==> src/rtl/bus_pkg.sv <==
// Shared definitions for the bus fabric: FSM states, error data default and
// the address-decode helper used to pick a slave index.
package bus_pkg;

   typedef enum logic [1:0] {
      IDLE = 2'd0,
      WAIT = 2'd1,
      RESP = 2'd2
   } bus_state_e;

   localparam logic [31:0] ERR_DATA_DEFAULT = 32'hDEAD_BEEF;

   // Slave index from the top sel_w bits of an addr_w-bit address.
   function automatic int unsigned decode_idx(input logic [31:0] addr,
                                              input int unsigned addr_w,
                                              input int unsigned sel_w);
      return (addr >> (addr_w - sel_w)) & ((32'd1 << sel_w) - 32'd1);
   endfunction

endpackage

==> src/rtl/bus_rsp_timer.sv <==
// Saturating wait counter for an outstanding read; expired_o marks the wait
// cycle whose increment would bring the count to TIMEOUT.
module bus_rsp_timer #(
   parameter int TIMEOUT = 15
) (
   input  logic clk_i,
   input  logic rst_i,
   input  logic clear_i,
   input  logic en_i,
   output logic expired_o
);

   localparam int CW = $clog2(TIMEOUT + 1);
   localparam logic [CW-1:0] LIMIT = CW'(TIMEOUT);
   localparam logic [CW-1:0] LAST  = CW'(TIMEOUT - 1);

   logic [CW-1:0] count_q, count_d;

   always_comb begin
      count_d = count_q;
      if (clear_i) begin
         count_d = '0;
      end else if (en_i && (count_q != LIMIT)) begin
         count_d = count_q + 1'b1;
      end
   end

   always_ff @(posedge clk_i) begin
      if (rst_i) begin
         count_q <= '0;
      end else begin
         count_q <= count_d;
      end
   end

   assign expired_o = (count_q >= LAST);

endmodule

==> src/rtl/bus_fabric.sv <==
// Single-master interconnect: decodes the CPU address to one of N slaves,
// forwards strobes, and turns unmapped or silent accesses into error replies.
module bus_fabric
   import bus_pkg::*;
#(
   parameter int ADDR_W   = 16,
   parameter int DATA_W   = 32,
   parameter int N_SLAVES = 4,
   parameter int SEL_W    = 2,
   parameter int TIMEOUT  = 15,
   parameter logic [N_SLAVES-1:0] SHIFT_MASK = N_SLAVES'(1),
   parameter logic [DATA_W-1:0]   ERR_DATA   = DATA_W'(ERR_DATA_DEFAULT)
) (
   input  logic                         clk,
   input  logic                         rst,
   input  logic [ADDR_W-1:0]            m_addr,
   input  logic                         m_rd_en,
   input  logic                         m_wr_en,
   input  logic [DATA_W-1:0]            m_wr_data,
   output logic [DATA_W-1:0]            m_rd_data,
   output logic                         m_rd_valid,
   output logic                         m_err,
   output logic                         m_busy,
   output logic [ADDR_W-1:0]            s_addr,
   output logic [DATA_W-1:0]            s_wr_data,
   output logic [N_SLAVES-1:0]          s_rd_en,
   output logic [N_SLAVES-1:0]          s_wr_en,
   input  logic [N_SLAVES*DATA_W-1:0]   s_rd_data,
   input  logic [N_SLAVES-1:0]          s_rd_valid
);

   bus_state_e          state_q;
   logic [SEL_W-1:0]    idx_q;
   logic [1:0]          off_q;
   logic [DATA_W-1:0]   rd_data_q;
   logic                rd_valid_q;
   logic                err_q;

   int unsigned         idx;
   logic                mapped;
   logic [N_SLAVES-1:0] sel_onehot;
   logic                rd_accept;
   logic                wr_unmapped;
   logic                expired;

   logic [DATA_W-1:0]   slave_data;
   logic                slave_valid;
   logic                slave_shift;
   logic [DATA_W-1:0]   aligned_data;

   assign idx    = decode_idx(32'(m_addr), ADDR_W, SEL_W);
   assign mapped = (idx < unsigned'(N_SLAVES));

   always_comb begin
      sel_onehot = '0;
      for (int i = 0; i < N_SLAVES; i++) begin
         sel_onehot[i] = (idx == unsigned'(i));
      end
   end

   assign rd_accept   = (state_q == IDLE) && m_rd_en && mapped;
   assign wr_unmapped = m_wr_en && !mapped;

   // Strobes are combinational so a slave sees the request in the issue cycle.
   assign s_rd_en   = (!rst && (state_q == IDLE) && m_rd_en) ? sel_onehot : '0;
   assign s_wr_en   = (!rst && m_wr_en) ? sel_onehot : '0;
   assign s_addr    = m_addr;
   assign s_wr_data = m_wr_data;

   always_comb begin
      slave_data  = '0;
      slave_valid = 1'b0;
      slave_shift = 1'b0;
      for (int i = 0; i < N_SLAVES; i++) begin
         if (idx_q == SEL_W'(i)) begin
            slave_data  = s_rd_data[i*DATA_W +: DATA_W];
            slave_valid = s_rd_valid[i];
            slave_shift = SHIFT_MASK[i];
         end
      end
   end

   assign aligned_data = slave_shift ? (slave_data >> {off_q, 3'b000}) : slave_data;

   bus_rsp_timer #(.TIMEOUT(TIMEOUT)) u_timer (
      .clk_i     (clk),
      .rst_i     (rst),
      .clear_i   (rd_accept),
      .en_i      (state_q == WAIT),
      .expired_o (expired)
   );

   // Every read reply is registered on entry to RESP, so RESP is the pulse cycle.
   always_ff @(posedge clk) begin
      if (rst) begin
         state_q    <= IDLE;
         idx_q      <= '0;
         off_q      <= '0;
         rd_data_q  <= '0;
         rd_valid_q <= 1'b0;
         err_q      <= 1'b0;
      end else begin
         rd_valid_q <= 1'b0;
         err_q      <= wr_unmapped;
         case (state_q)
            IDLE: begin
               if (m_rd_en) begin
                  if (mapped) begin
                     idx_q   <= SEL_W'(idx);
                     off_q   <= m_addr[1:0];
                     state_q <= WAIT;
                  end else begin
                     rd_data_q  <= ERR_DATA;
                     rd_valid_q <= 1'b1;
                     err_q      <= 1'b1;
                     state_q    <= RESP;
                  end
               end
            end
            WAIT: begin
               if (slave_valid) begin
                  rd_data_q  <= aligned_data;
                  rd_valid_q <= 1'b1;
                  state_q    <= RESP;
               end else if (expired) begin
                  rd_data_q  <= ERR_DATA;
                  rd_valid_q <= 1'b1;
                  err_q      <= 1'b1;
                  state_q    <= RESP;
               end
            end
            RESP:    state_q <= IDLE;
            default: state_q <= IDLE;
         endcase
      end
   end

   assign m_rd_data  = rd_data_q;
   assign m_rd_valid = rd_valid_q;
   assign m_err      = err_q;
   assign m_busy     = (state_q != IDLE);

endmodule

==> config.mk <==
export PLATFORM = sky130hd
export DESIGN_NAME = bus_fabric
export DESIGN_NICKNAME = d
export VERILOG_FILES = /design/src/rtl/bus_pkg.sv /design/src/rtl/bus_rsp_timer.sv /design/src/rtl/bus_fabric.sv
export SDC_FILE = /design/constraint.sdc
export NUM_CORES = 1
export LEC_CHECK = 0
export CAP_MARGIN = 5
export CORE_ASPECT_RATIO = 0.75
export CORE_MARGIN = 2
export CORE_UTILIZATION = 35
export CTS_BUF_LIST = sky130_fd_sc_hd__clkbuf_4 sky130_fd_sc_hd__clkbuf_8
export DETAILED_ROUTE_END_ITERATION = 12
export GPL_TIMING_DRIVEN = 0
export PLACE_DENSITY = 0.87
export SLEW_MARGIN = 0
export SYNTH_ARGS = -nofsm -noshare
export SYNTH_HDL_FRONTEND = slang
export SYNTH_SLANG_ARGS = --single-unit
==> constraint.sdc <==
create_clock -name clk -period 2.3 [get_ports clk]
set_input_delay 0.46 -clock clk [delete_from_list [all_inputs] [get_ports clk]]
set_output_delay 0.46 -clock clk [all_outputs]
set_load 0.02 [all_outputs]
==> results.md, run 1 <==
- The maximum number of buffers from clock root to sink is 2.
- Among the stages of the critical path, the cell type that occurs most often is buf_6.
- The final-report max-slew violation count is 0.
- Together, buffers and inverters on the worst path number 3.
- The total cell area at the placement stage is 6026 µm².
- Detailed placement ended at an HPWL of 12260 µm.
- The congestion estimate from routability-driven global placement came to 0.9496.
- For the worst setup path, the data arrival time is 2420 ps.
- The highest fanout seen on the critical path is 10.
- At the end of the flow, the number of nets in the layout was 790.
- The final-layout setup total negative slack is 0 ps.
- In this run the remaining antenna-violating nets after routing total 0.
- The critical path goes through buf_6 -> buf_6 -> nor2_1 -> o21ai_1 -> buf_2 -> nand3_1 -> a21oi_1.
- The finished layout cell area is 6145 µm².
- The clock period minus final worst setup slack is 2245 ps.
- From bottom edge to top edge, the die measures 91.32 µm.
- Clock latency on the worst-skew pair, taken at its later pin, is 310 ps.
- The slew at the pin with the worst max-slew slack is 735.9 ps.
- After detailed routing, the number of vias per cell comes to 5.605.
- The wire length of the first global-routing pass is 22550 µm.
- The remaining max-slew budget at the tightest pin is 50.81%.
- The post-synthesis average cell area is 9.670 µm².
- After floorplanning, the core was sized to cover 9774 µm².
- The width of the die is 120.4 µm.
- For this run, asynchronously set or reset flops after synthesis account for 0%.
- TritonCTS built the clock tree.
- Row generation in the floorplan step produced 31 rows.
- On the critical path, the stage with the largest delay is an instance of nor2_1.
- The net count after synthesis is 554.
- The number of violations reported at the end of detailed-routing iteration 0 is 305.
- On the critical path the largest part of the delay comes from simple AND/OR/NAND/NOR gates.
- The area enclosed by the die boundary is 11000 µm².
- Setup violations remaining at the end of the flow were counted as 0.
- The via count of the first global-routing pass is 4065.
- The post-route DRC violation count is 0.
- 0 antenna diodes ended up in the layout.
- The detailed-route via count is 4131.
- The share of the clock period used by the worst path after layout is 97.61%.
- After clock tree synthesis, the clock-pin slew on the worst setup and hold paths is 90 ps.
- The most used routing layer in global routing is met2.
- Across the VDD grid, the largest voltage drop is 256.3 µV.
- The met2 layer usage reported by global route is 45.06%.
- The count of cell types in the netlist is 59.
- The area growth from synthesis to layout is 72.68%.
- At the worst endpoint, the required time is 2470 ps.
- The setup path with the least slack is of type reg -> reg.
- The tightest hold path in the finished design has a slack of 476.6 ps.
- The max-capacitance violation count is 0.
- The cell count after synthesis is 368.
- The number of clock sinks seen by CTS is 44.
- The utilization of the core after routing is 62.86%.
- In this run, post-CTS hold repair placed 0 buffers.
- The biggest area consumer among synthesized cells is dfxtp_1.
- The flow ran to the end, and the final reports show no timing, DRC or antenna violations.
- Sorting the synthesized cells by area gives the leading types as dfxtp_1 (25%), mux4_2 (16%), buf_4 (11%).
- The total overflow reported by the global router is 0.
- Before antenna repair, the detailed router went through 5 iterations.
- The met1 routing resource usage after global routing is 33.54%.
- The level count of the clock H-tree is 2.
- The number of antenna violations at the first check in global routing is 0.
- The count of buffers added on input and output ports is 230.
- The overall routed net length is 14910 µm.
- The critical path crosses 7 cells after its start point.
- In this run the cell area of the synthesized design comes to 3558 µm².
- The clock root buffer is clkbuf_8.
- The analysis attributes to cell leakage a power of 2.317 nW.
- After synthesis the netlist holds a flip-flop and latch count of 44.
- The capturing element type of the critical path is a flop.
- Global routing used 5.779% of the available met3 tracks.
- The largest single stage delay on the critical path is 500 ps.
- The worst hold path passes through 2 cells.
- The hold violation total from the final report is 0.
- The filler cells instantiated in the layout total 825.
- The top cell type by area accounts for 24.75% of the synthesized area.
- In the synthesized netlist the dominant register cell turns out to be dfxtp_1.
- During synthesis, Yosys emitted a total of 0 warnings.
- For this run, the register share of the synthesized area comes to 24.75%.
- Global routing used 26.31% of the available tracks across all layers.
- The worst setup path is launched from a flop.
- The total design power is 0.002681 W.
- The number of clock buffers added by TritonCTS is 5.
- The cell depth of the worst flop-to-flop path is 7.
- The worst hold path belongs to the class reg -> reg.
- The power per unit of standard cell area is 436.3 nW/µm².
- The largest net degree at the start of global routing is 15.
- Clock skew on the completed layout was measured at 14.60 ps.
- Yosys mapped a number of flops with a built-in enable equal to 0.
- Derived from the worst setup path, the maximum achievable clock frequency is 0.4454 GHz.
- The routed wire length per instance is 20.24 µm.
- The number of I/O pins is 275.
- The layout cell share with drive strength beyond 1 is 20.50%.
- The initial standard-cell utilization of the core is 36.41%.
## cell usage after synthesis (2+ instances only)
master,instances
nor3_1,31
buf_1,2
buf_2,16
a22o_1,5
buf_4,51
o22a_1,4
a21oi_1,30
dfxtp_1,44
o21ai_0,7
a221oi_1,4
mux2_2,7
nand3_1,14
o31ai_1,11
or2_2,2
inv_1,4
a211oi_1,6
ha_1,2
and3_1,4
mux4_2,26
o22ai_1,2
nand3b_1,2
nor3b_1,3
buf_6,2
nand2_1,8
nor2b_1,6
nor4bb_1,2
o211ai_1,2
nor4_1,3
clkbuf_1,6
mux2i_1,6
a22oi_1,6
a31oi_1,3
nand2b_1,4
xnor2_1,2
a211o_1,2
mux4_1,5
nor2_1,12
## cell usage in the layout, fill, tap and decap left out, types with 4 or more instances in the layout
cell               n
a211oi_1           6
clkbuf_8           6
nand2b_1           4
nand3_1           14
dlygate4sd2_1      4
nor2_1            12
mux4_1             5
buf_4             52
a221oi_1           4
o22a_1             4
buf_2             18
clkdlybuf4s50_1  220
o31ai_1           11
nor2b_1            6
a22o_1             5
nor3_1            31
a22oi_1            6
mux2_2             7
mux2i_1            6
dfxtp_1           44
a21oi_1           30
nand2_1            8
mux4_2            26
clkbuf_1           4
o21ai_0            7
## report_power, final
group          switching, W  internal (W)
combinational      0.000527      0.000655
clock              0.000292      0.000356
sequential        0.0000358      0.000816
total              0.000855       0.00183
## final timing paths
check,end,start,slack (ps)
worst max-delay path,m_rd_data[24]$_SDFFE_PP0P_,idx_q[0]$_SDFFE_PP0P_,50
worst min-delay path,m_rd_data[29]$_SDFFE_PP0P_,m_rd_data[29]$_SDFFE_PP0P_,480
worst max register to register,m_rd_data[24]$_SDFFE_PP0P_,idx_q[0]$_SDFFE_PP0P_,50
worst min register to register,m_rd_data[29]$_SDFFE_PP0P_,m_rd_data[29]$_SDFFE_PP0P_,480
## sequential cells by signal, summed over array words and instances (netlist names)
register	cells
m_rd_data	32
u_timer.count_q	4
idx_q	2
off_q	2
state_q	2
m_err	1
m_rd_valid	1
## worst register-to-register path, delay by kind of cell, from the launching register on
kind / cells / cell delay, ps
AO/OA/AOI/OAI: 2 / 520
buffers and inverters: 3 / 620
flip-flops: 1 / 320
AND/OR/NAND/NOR: 2 / 660
## through the flow
stage	cells	setup slack, ps
2_1_floorplan	368	293.5
3_3_place_gp	730	-600.6
3_5_place_dp	730	-645.6
4_1_cts	737	16.42
5_1_grt	737	-3.547
6_report	737	54.95
## routing by layer
layer	routed length [µm]	share of wire, %
met2	7313	49
met4	344	2.3
met5	0	0
met3	1407	9.4
met1	5850	39
## timing repair
action,in CTS,in global routing
setup buffers,0,0
gates resized for setup,22,7
endpoints found under the setup margin,9,5
## kinds of logic after synthesis
group,Yosys count,synth area share [%]
simple gates,101,16.49
compound gates,93,18.18
buf+inv,82,15.33
mux,44,24.05
flops,44,24.75
xor+xnor,2,0.4924
fa+ha+maj,2,0.7031
## layout make-up
type	count	area, µm²	share of cell area, %
plain buffers	77	531.8	8.654
inverters	4	17.52	0.2851
clock buffers	6	82.58	1.344
well taps	132	165.2	2.688
clock inverters	2	38.79	0.6312
repair buffers	230	2291	37.28
multi-input cells	242	2137	34.78
flip-flops and latches	44	880.8	14.34
Power figures use the tool's default switching activity.
==> inputs of run 2 (changes only) <==
--- a/config.mk
+++ b/config.mk
@@ -7,11 +7,10 @@
 export LEC_CHECK = 0
 export CAP_MARGIN = 5
-export CORE_ASPECT_RATIO = 0.75
-export CORE_MARGIN = 2
-export CORE_UTILIZATION = 35
+export CORE_AREA = 2 2 107 109
 export CTS_BUF_LIST = sky130_fd_sc_hd__clkbuf_4 sky130_fd_sc_hd__clkbuf_8
 export DETAILED_ROUTE_END_ITERATION = 12
+export DIE_AREA = 0 0 109 111
 export GPL_TIMING_DRIVEN = 0
-export PLACE_DENSITY = 0.87
+export PLACE_DENSITY = 0.82
 export SLEW_MARGIN = 0
 export SYNTH_ARGS = -nofsm -noshare
==> constraint.sdc (replaced) <==
create_clock -name clk -period 2.3 [get_ports clk]
set_input_delay 0.46 -clock clk [delete_from_list [all_inputs] [get_ports clk]]
set_output_delay 0.46 -clock clk [all_outputs]
set_load 0.01 [all_outputs]
==> results.md, run 2 (synthesis gave the netlist of run 1 again) <==
- Setup repair after global routing left no endpoint under its margin.
- Sequence of cells on the critical path: clkdlybuf4s50_1 -> clkbuf_4 -> buf_4 -> nor4_2 -> clkdlybuf4s15_2 (was buf_6 -> buf_6 -> nor2_1 -> o21ai_1 -> buf_2 -> nand3_1 -> a21oi_1).
- The routed wire length per instance is 19.99 µm (was 20.24 µm).
- The final-report max-slew violation count was 0 (unchanged).
- The number of detailed-routing iterations run before antenna repair is 5 (unchanged).
- The sort of element at the start of the critical path is an input pin (was flop).
- The most common cell after layout, fill and taps aside is clkdlybuf4s50_1 (unchanged).
- The number of port buffers is 230 (unchanged).
- The layout cell share with drive strength beyond 1 is 21.09% (was 20.50%).
- The number of antenna violations at the first check in global routing is 1 (was 0).
- The placeable core area is 11080 µm² (was 9774 µm²).
- The wire length of the first global-routing pass is 22070 µm (was 22550 µm).
- The hold violation total from the final report is 0 (unchanged).
- The filler-free cell count of the finished design was 750 (was 737).
- The clock period minus final worst setup slack is 2252 ps (was 2245 ps).
- The clock insertion delay at the later pin of the skew report is 310 ps (about the same).
- The clock network fraction of total power is 21.1% (was 24.2%).
- The area enclosed by the die boundary is 12100 µm² (was 11000 µm²).
- The switching power is 0.0007762 W (was 0.0008547 W).
- The clock root buffer is clkbuf_8 (unchanged).
- The clock transition time at the flip-flop clock pins of the worst setup and hold paths is 80 ps (was 90 ps).
- The die extent in y is 111 µm (was 91.32 µm).
- The number of buffers added to fix hold violations after cts is 0 (unchanged).
- The setup-violating endpoint count in the final report is 0 (unchanged).
- Top library cells by usage in the layout, fill and taps aside: clkdlybuf4s50_1 (220), buf_4 (54), dfxtp_1 (44) (was clkdlybuf4s50_1 (220), buf_4 (52), dfxtp_1 (44)).
- The cell leakage power is 2.345 nW (was 2.317 nW).
- The worst setup skew after layout was 7.035 ps (was 14.60 ps).
- The power per unit of standard cell area was 403.4 nW/µm² (was 436.3 nW/µm²).
- The type of the worst min-delay path was reg -> reg (unchanged).
- The via count of the first global-routing pass was 4058 (was 4065).
- The start-to-end type of the worst setup path is in -> out (was reg -> reg).
- The slew at the pin with the worst max-slew slack is 751.8 ps (was 735.9 ps).
- The level count of the clock H-tree is 2 (unchanged).
- The max-capacitance violation count came to 0 (unchanged).
- The total overflow reported by the global router came to 0 (unchanged).
- The highest fanout seen on the critical path came to 10 (unchanged).
- The estimated wirelength of the detail-placed design was 12230 µm (was 12260 µm).
- The post-route DRC violation count is 0 (unchanged).
- The number of cells after detailed placement is 741 (was 730).
- The number of violations reported at the end of detailed-routing iteration 0 is 226 (was 305).
- The initial standard-cell utilization of the core is 32.12% (was 36.41%).
- The internal power is 0.001715 W (was 0.001826 W).
- The area growth from synthesis to layout was 73.52% (was 72.68%).
- The number of nets in the layout is 792 (was 790).
- The number of clock sinks seen by CTS is 44 (unchanged).
- The number of nets with antenna violations after detailed routing came to 0 (unchanged).
- The finished layout cell area is 6175 µm² (was 6145 µm²).
- The remaining max-slew budget at the tightest pin is 49.75% (was 50.81%).
- The peak ir drop on the vdd network is 256.6 µV (was 256.3 µV).
- The detailed-route via count is 4088 (was 4131).
- The number of flip-flops under the largest register name is 32 (unchanged).
- The switching power as a share of total power came to 31.16% (was 31.88%).
- The CTS tree is built (unchanged).
- The number of I/O pins is 275 (unchanged).
- The data arrival at the endpoint of the critical path is 1790 ps (was 2420 ps).
- The worst hold slack is 471.1 ps (was 476.6 ps).
- The total CTS buffers is 5 (unchanged).
- The number of vias per cell is 5.451 (was 5.605).
- The standard cell with the maximum stage delay on the critical path is clkdlybuf4s50_1 (was nor2_1).
- The share of the clock period used by the worst path after layout was 97.91% (was 97.61%).
- The largest net degree at the start of global routing is 14 (was 15).
- The number of inserted filler cells in the final layout is 969 (was 825).
- The floorplan row count is 39 (was 31).
- The top achievable clock speed is 0.4441 GHz (was 0.4454 GHz).
- The last weighted congestion value of the routability-driven placer is 0.9348 (was 0.9496).
- The share of power burned in combinational logic was 44.7% (was 44.1%).
- The width of the die is 109 µm (was 120.4 µm).
- The total inserted antenna cells is 0 (unchanged).
- The overall routed net length is 15000 µm (was 14910 µm).
- The portion of total power attributed to sequential cells was 34.2% (was 31.8%).
- The combined global-route utilization of all metal layers came to 23.94% (was 26.31%).
- The longest individual stage delay on the worst path is 440 ps (was 500 ps).
- The capturing element type of the critical path is an output port (was flop).
- The maximum number of buffers from clock root to sink was 2 (unchanged).
- Result of the run: finished clean (unchanged).
- The total cell area at the placement stage is 6040 µm² (was 6026 µm²).
- The utilization of the core after routing came to 55.74% (was 62.86%).
- The required time of the worst setup path came to 1840 ps (was 2470 ps).
## run 2: area by class of cell
class,count,area [µm²],share of cell area [%]
Sequential cell,44,880.8,14.27
Tap cell,143,178.9,2.898
Inverter,4,15.01,0.2432
Clock buffer,6,82.58,1.337
Multi-Input combinational cell,242,2158,34.95
Timing Repair Buffer,232,2315,37.49
Buffer,77,534.3,8.652
Clock inverter,2,10.01,0.1621
## run 2: power by group through the flow
stage	Clock [W]	Sequential (W)	Combinational, W
floorplan	0	0.000883	0.000514
detailed placement	0	0.000869	0.00110
CTS	0.000527	0.000852	0.00111
finish	0.000525	0.000852	0.00111
global placement	0	0.000868	0.00109
global route	0.000552	0.000859	0.00118
## run 2: per-stage QoR
stage	total power, W	setup TNS (ps)	setup slack (ps)
4_1_cts	0.002490	-9.740	-9.740
3_3_place_gp	0.001960	-2270	-592.7
5_1_grt	0.002590	0	4.163
2_1_floorplan	0.001396	0	566.8
6_report	0.002491	0	48.01
3_5_place_dp	0.001970	-2653	-607.7
## run 2: timing repair
action | 4_1_cts | 5_1_grt
gates resized for setup | 21 | 4
setup endpoints to repair | 8 | 2
buffers inserted | 2 | 0
## run 2: worst max-delay path: cells and delay by family
family,cells,cell delay [ps]
AND/OR/NAND/NOR,1,220
buffers and inverters,4,1110
## run 2: path summary, 6_finish.rpt
kind                                                    to  cells past startpoint                        from  slack [ps]
worst max-delay path                            s_rd_en[0]                      5                         rst          50
worst max register to register  m_rd_data[24]$_SDFFE_PP0P_                      6       off_q[1]$_SDFFE_PP0P_         170
worst min-delay path            m_rd_data[20]$_SDFFE_PP0P_                      2  m_rd_data[20]$_SDFFE_PP0P_         470
worst min register to register  m_rd_data[20]$_SDFFE_PP0P_                      2  m_rd_data[20]$_SDFFE_PP0P_         470
## run 2: layer usage
metal	vias to the layer above	track usage, %	part of all wire (%)
met5	-	0	0.13
met4	2	5.043	1.5
met3	19	5.526	9.6
met2	254	44.02	51
met1	1951	27.75	37
li1	1862	-	-
==> inputs of run 3 (changes only) <==
- CORE_AREA: 2 2 107 109 -> 2 2 106 108
- DIE_AREA: 0 0 109 111 -> 0 0 108 110
- PLACE_DENSITY: 0.82 -> 0.83
- clock period: 2.3 -> 2.68 ns (I/O delays scaled with it)
==> results.md, run 3 (synthesis gave the netlist of run 1 again) <==
- Result of the run: finished clean (unchanged).
- The initial standard-cell utilization of the core is 33.26% (was 32.12%).
- The remaining max-slew budget at the tightest pin is 50.62% (was 49.75%).
- The longest individual stage delay on the worst path is 580 ps (was 440 ps).
- The number of violations reported at the end of detailed-routing iteration 0 came to 282 (was 226).
- The clock root buffer is clkbuf_8 (unchanged).
- The capturing element type of the critical path is an output port (unchanged).
- The worst reg-to-reg setup slack came to 580 ps (was 170 ps).
- Top library cells by usage in the layout, fill and taps aside: clkdlybuf4s50_1 (227), buf_4 (52), dfxtp_1 (44) (was clkdlybuf4s50_1 (220), buf_4 (54), dfxtp_1 (44)).
- The overall routed net length was 14930 µm (was 15000 µm).
- The data arrival at the endpoint of the critical path came to 2050 ps (was 1790 ps).
- The clock insertion delay at the later pin of the skew report is 300 ps (was 310 ps).
- The layout cell share with drive strength beyond 1 came to 20.13% (was 21.09%).
- After layout, the worst path uses 96.65% of the clock period.
- The number of I/O pins is 275 (unchanged).
- The launching instance or port of the critical path is rst (unchanged).
- The total cell area at the placement stage is 6036 µm² (was 6040 µm²).
- The number of vias per cell is 5.461 (was 5.451).
- The worst hold slack is 470.9 ps (was 471.1 ps).
- The estimated wirelength of the detail-placed design is 12190 µm (was 12230 µm).
- The highest fanout seen on the critical path is 10 (unchanged).
- The final-report max-slew violation count is 0 (unchanged).
- Setup repair after global routing missed its margin: no (unchanged).
- The number of buffers added to fix hold violations after cts came to 0 (unchanged).
- The end of the worst register-to-register path was m_rd_data[8]$_SDFFE_PP0P_ (was m_rd_data[24]$_SDFFE_PP0P_).
- The number of antenna violations at the first check in global routing is 0 (was 1).
- The cell depth of the worst flop-to-flop path is 6 (unchanged).
- The width of the die is 108 µm (was 109 µm).
- The level count of the clock H-tree is 2 (unchanged).
- The routed wire length per instance is 20.02 µm (was 19.99 µm).
- The peak ir drop on the vdd network came to 234.5 µV (was 256.6 µV).
- The total buffers and inverters traversed by the critical path came to 3 (was 4).
- The required time of the worst setup path is 2140 ps (was 1840 ps).
- The total inserted antenna cells is 0 (unchanged).
- The gate family responsible for the most delay along the worst path is buffers and inverters (unchanged).
- The sort of element at the start of the critical path was an input pin (unchanged).
- The start-to-end type of the worst setup path is in -> out (unchanged).
- The area growth from synthesis to layout is 73.59% (was 73.52%).
- The largest net degree at the start of global routing is 14 (unchanged).
- The CTS tree was built (unchanged).
- The type of the worst min-delay path is reg -> reg (unchanged).
- The max-capacitance violation count was 0 (unchanged).
- The wire length of the first global-routing pass is 22110 µm (was 22070 µm).
- The detailed-route via count is 4074 (was 4088).
- The number of inserted filler cells in the final layout is 949 (was 969).
- The most common cell after layout, fill and taps aside was clkdlybuf4s50_1 (unchanged).
- The startpoint of the lowest-slack register-to-register path was idx_q[1]$_SDFFE_PP0P_ (was off_q[1]$_SDFFE_PP0P_).
- The number of clock sinks seen by CTS is 44 (unchanged).
- Sequence of cells on the critical path: clkdlybuf4s50_1 -> buf_2 -> nor4bb_1 -> clkdlybuf4s50_1 (was clkdlybuf4s50_1 -> clkbuf_4 -> buf_4 -> nor4_2 -> clkdlybuf4s15_2).
- The post-route DRC violation count is 0 (unchanged).
- The cell leakage power is 2.334 nW (was 2.345 nW).
- The last weighted congestion value of the routability-driven placer was 0.9425 (was 0.9348).
- The placeable core area is 10700 µm² (was 11080 µm²).
- The combined global-route utilization of all metal layers is 24.48% (was 23.94%).
- The number of flip-flops under the largest register name was 32 (unchanged).
- The setup-violating endpoint count in the final report came to 0 (unchanged).
- The total CTS buffers came to 5 (unchanged).
- The slew at the pin with the worst max-slew slack is 738.8 ps (was 751.8 ps).
- Subtracting the final worst setup slack from the clock period gives 2590 ps.
- The total overflow reported by the global router is 0 (unchanged).
- The standard cell with the maximum stage delay on the critical path was clkdlybuf4s50_1 (unchanged).
- The maximum number of buffers from clock root to sink came to 2 (unchanged).
- The finished layout cell area is 6177 µm² (was 6175 µm²).
- The number of port buffers is 230 (unchanged).
- The register cell area after layout is 880.8 µm² (unchanged).
- The floorplan row count is 38 (was 39).
- The timing endpoint of the critical path is s_wr_en[1] (was s_rd_en[0]).
- The number of detailed-routing iterations run before antenna repair is 5 (unchanged).
- The area enclosed by the die boundary is 11880 µm² (was 12100 µm²).
- The number of nets in the layout was 791 (was 792).
- The clock transition time at the flip-flop clock pins of the worst setup and hold paths came to 80 ps (about the same).
- The via count of the first global-routing pass came to 4043 (was 4058).
- The count of cell instances traversed by the critical path came to 4 (was 5).
- The worst setup skew after layout is 8.471 ps (was 7.035 ps).
- In this design, the critical path's most frequently occurring cell is clkdlybuf4s50_1.
- The hold violation total from the final report is 0 (unchanged).
- The number of nets with antenna violations after detailed routing came to 0 (unchanged).
- The die extent in y is 110 µm (was 111 µm).
- The top achievable clock speed is 0.3860 GHz.
- The footprint of the multi-input gates is 2137 µm² (was 2158 µm²).
- The power per unit of standard cell area is 365.9 nW/µm² (was 403.4 nW/µm²).
-- run 3: power breakdown --
part | internal [W] | total [W] | switching [W]
sequential | 0.000700 | 0.000730 | 0.0000297
clock | 0.000329 | 0.000575 | 0.000246
combinational | 0.000564 | 0.000955 | 0.000391
total | 0.00159 | 0.00226 | 0.000667
-- run 3: final cells by class --
cell class	count	share of cell area, %
multi-input cells	242	34.60
clock inverters	1	0.4861
flip-flops and latches	44	14.26
repair buffers	231	37.45
plain buffers	77	8.568
clock buffers	7	1.560
inverters	4	0.2431
well taps	140	2.836
-- run 3: what timing repair did --
item	in CTS	in global routing
resized for setup	5	4
endpoints found under the setup margin	4	4
buffers inserted	1	0
endpoints found under the hold margin	0	0
cloned	0	0
-- run 3: worst min-delay path by stage --
stage                                    start                         end  slack (ps)  cells after the start
floorplan           m_rd_data[17]$_SDFFE_PP0P_  m_rd_data[17]$_SDFFE_PP0P_         490                      2
global placement     m_rd_data[8]$_SDFFE_PP0P_   m_rd_data[8]$_SDFFE_PP0P_         460                      2
detailed placement   m_rd_data[8]$_SDFFE_PP0P_   m_rd_data[8]$_SDFFE_PP0P_         460                      2
CTS                  m_rd_data[8]$_SDFFE_PP0P_   m_rd_data[8]$_SDFFE_PP0P_         470                      2
global route        m_rd_data[29]$_SDFFE_PP0P_  m_rd_data[29]$_SDFFE_PP0P_         500                      2
finish               m_rd_data[8]$_SDFFE_PP0P_   m_rd_data[8]$_SDFFE_PP0P_         470                      2
-- run 3: worst reg2reg max path, cell delays in order (launching register included) --
cell	delay, ps
dfxtp_1	310
buf_2	210
buf_2	310
buf_2	310
mux4_2	400
o221ai_1	310
a21oi_1	110
-- run 3: metrics by stage --
| step | total power (W) | TNS (ps) | std cells | setup slack [ps] | utilization [%] |
|---|---|---|---|---|---|
| floorplan | 0.001198 | 0 | 368 | 794.8 | - |
| global placement | 0.001680 | -826.2 | 738 | -326.6 | 56.42 |
| detailed placement | 0.001690 | -1141 | 738 | -377.0 | 56.42 |
| CTS | 0.002255 | 0 | 746 | 67.02 | 57.66 |
| global route | 0.002356 | 0 | 746 | 22.54 | 57.74 |
| finish | 0.002260 | 0 | 746 | 89.65 | 57.74 |
-- run 3: layer usage --
layer,track usage (%),share of wire [%]
met4,6.410,2.0
met3,4.644,9.6
met1,29.86,38
met2,44.34,51
met5,0,0
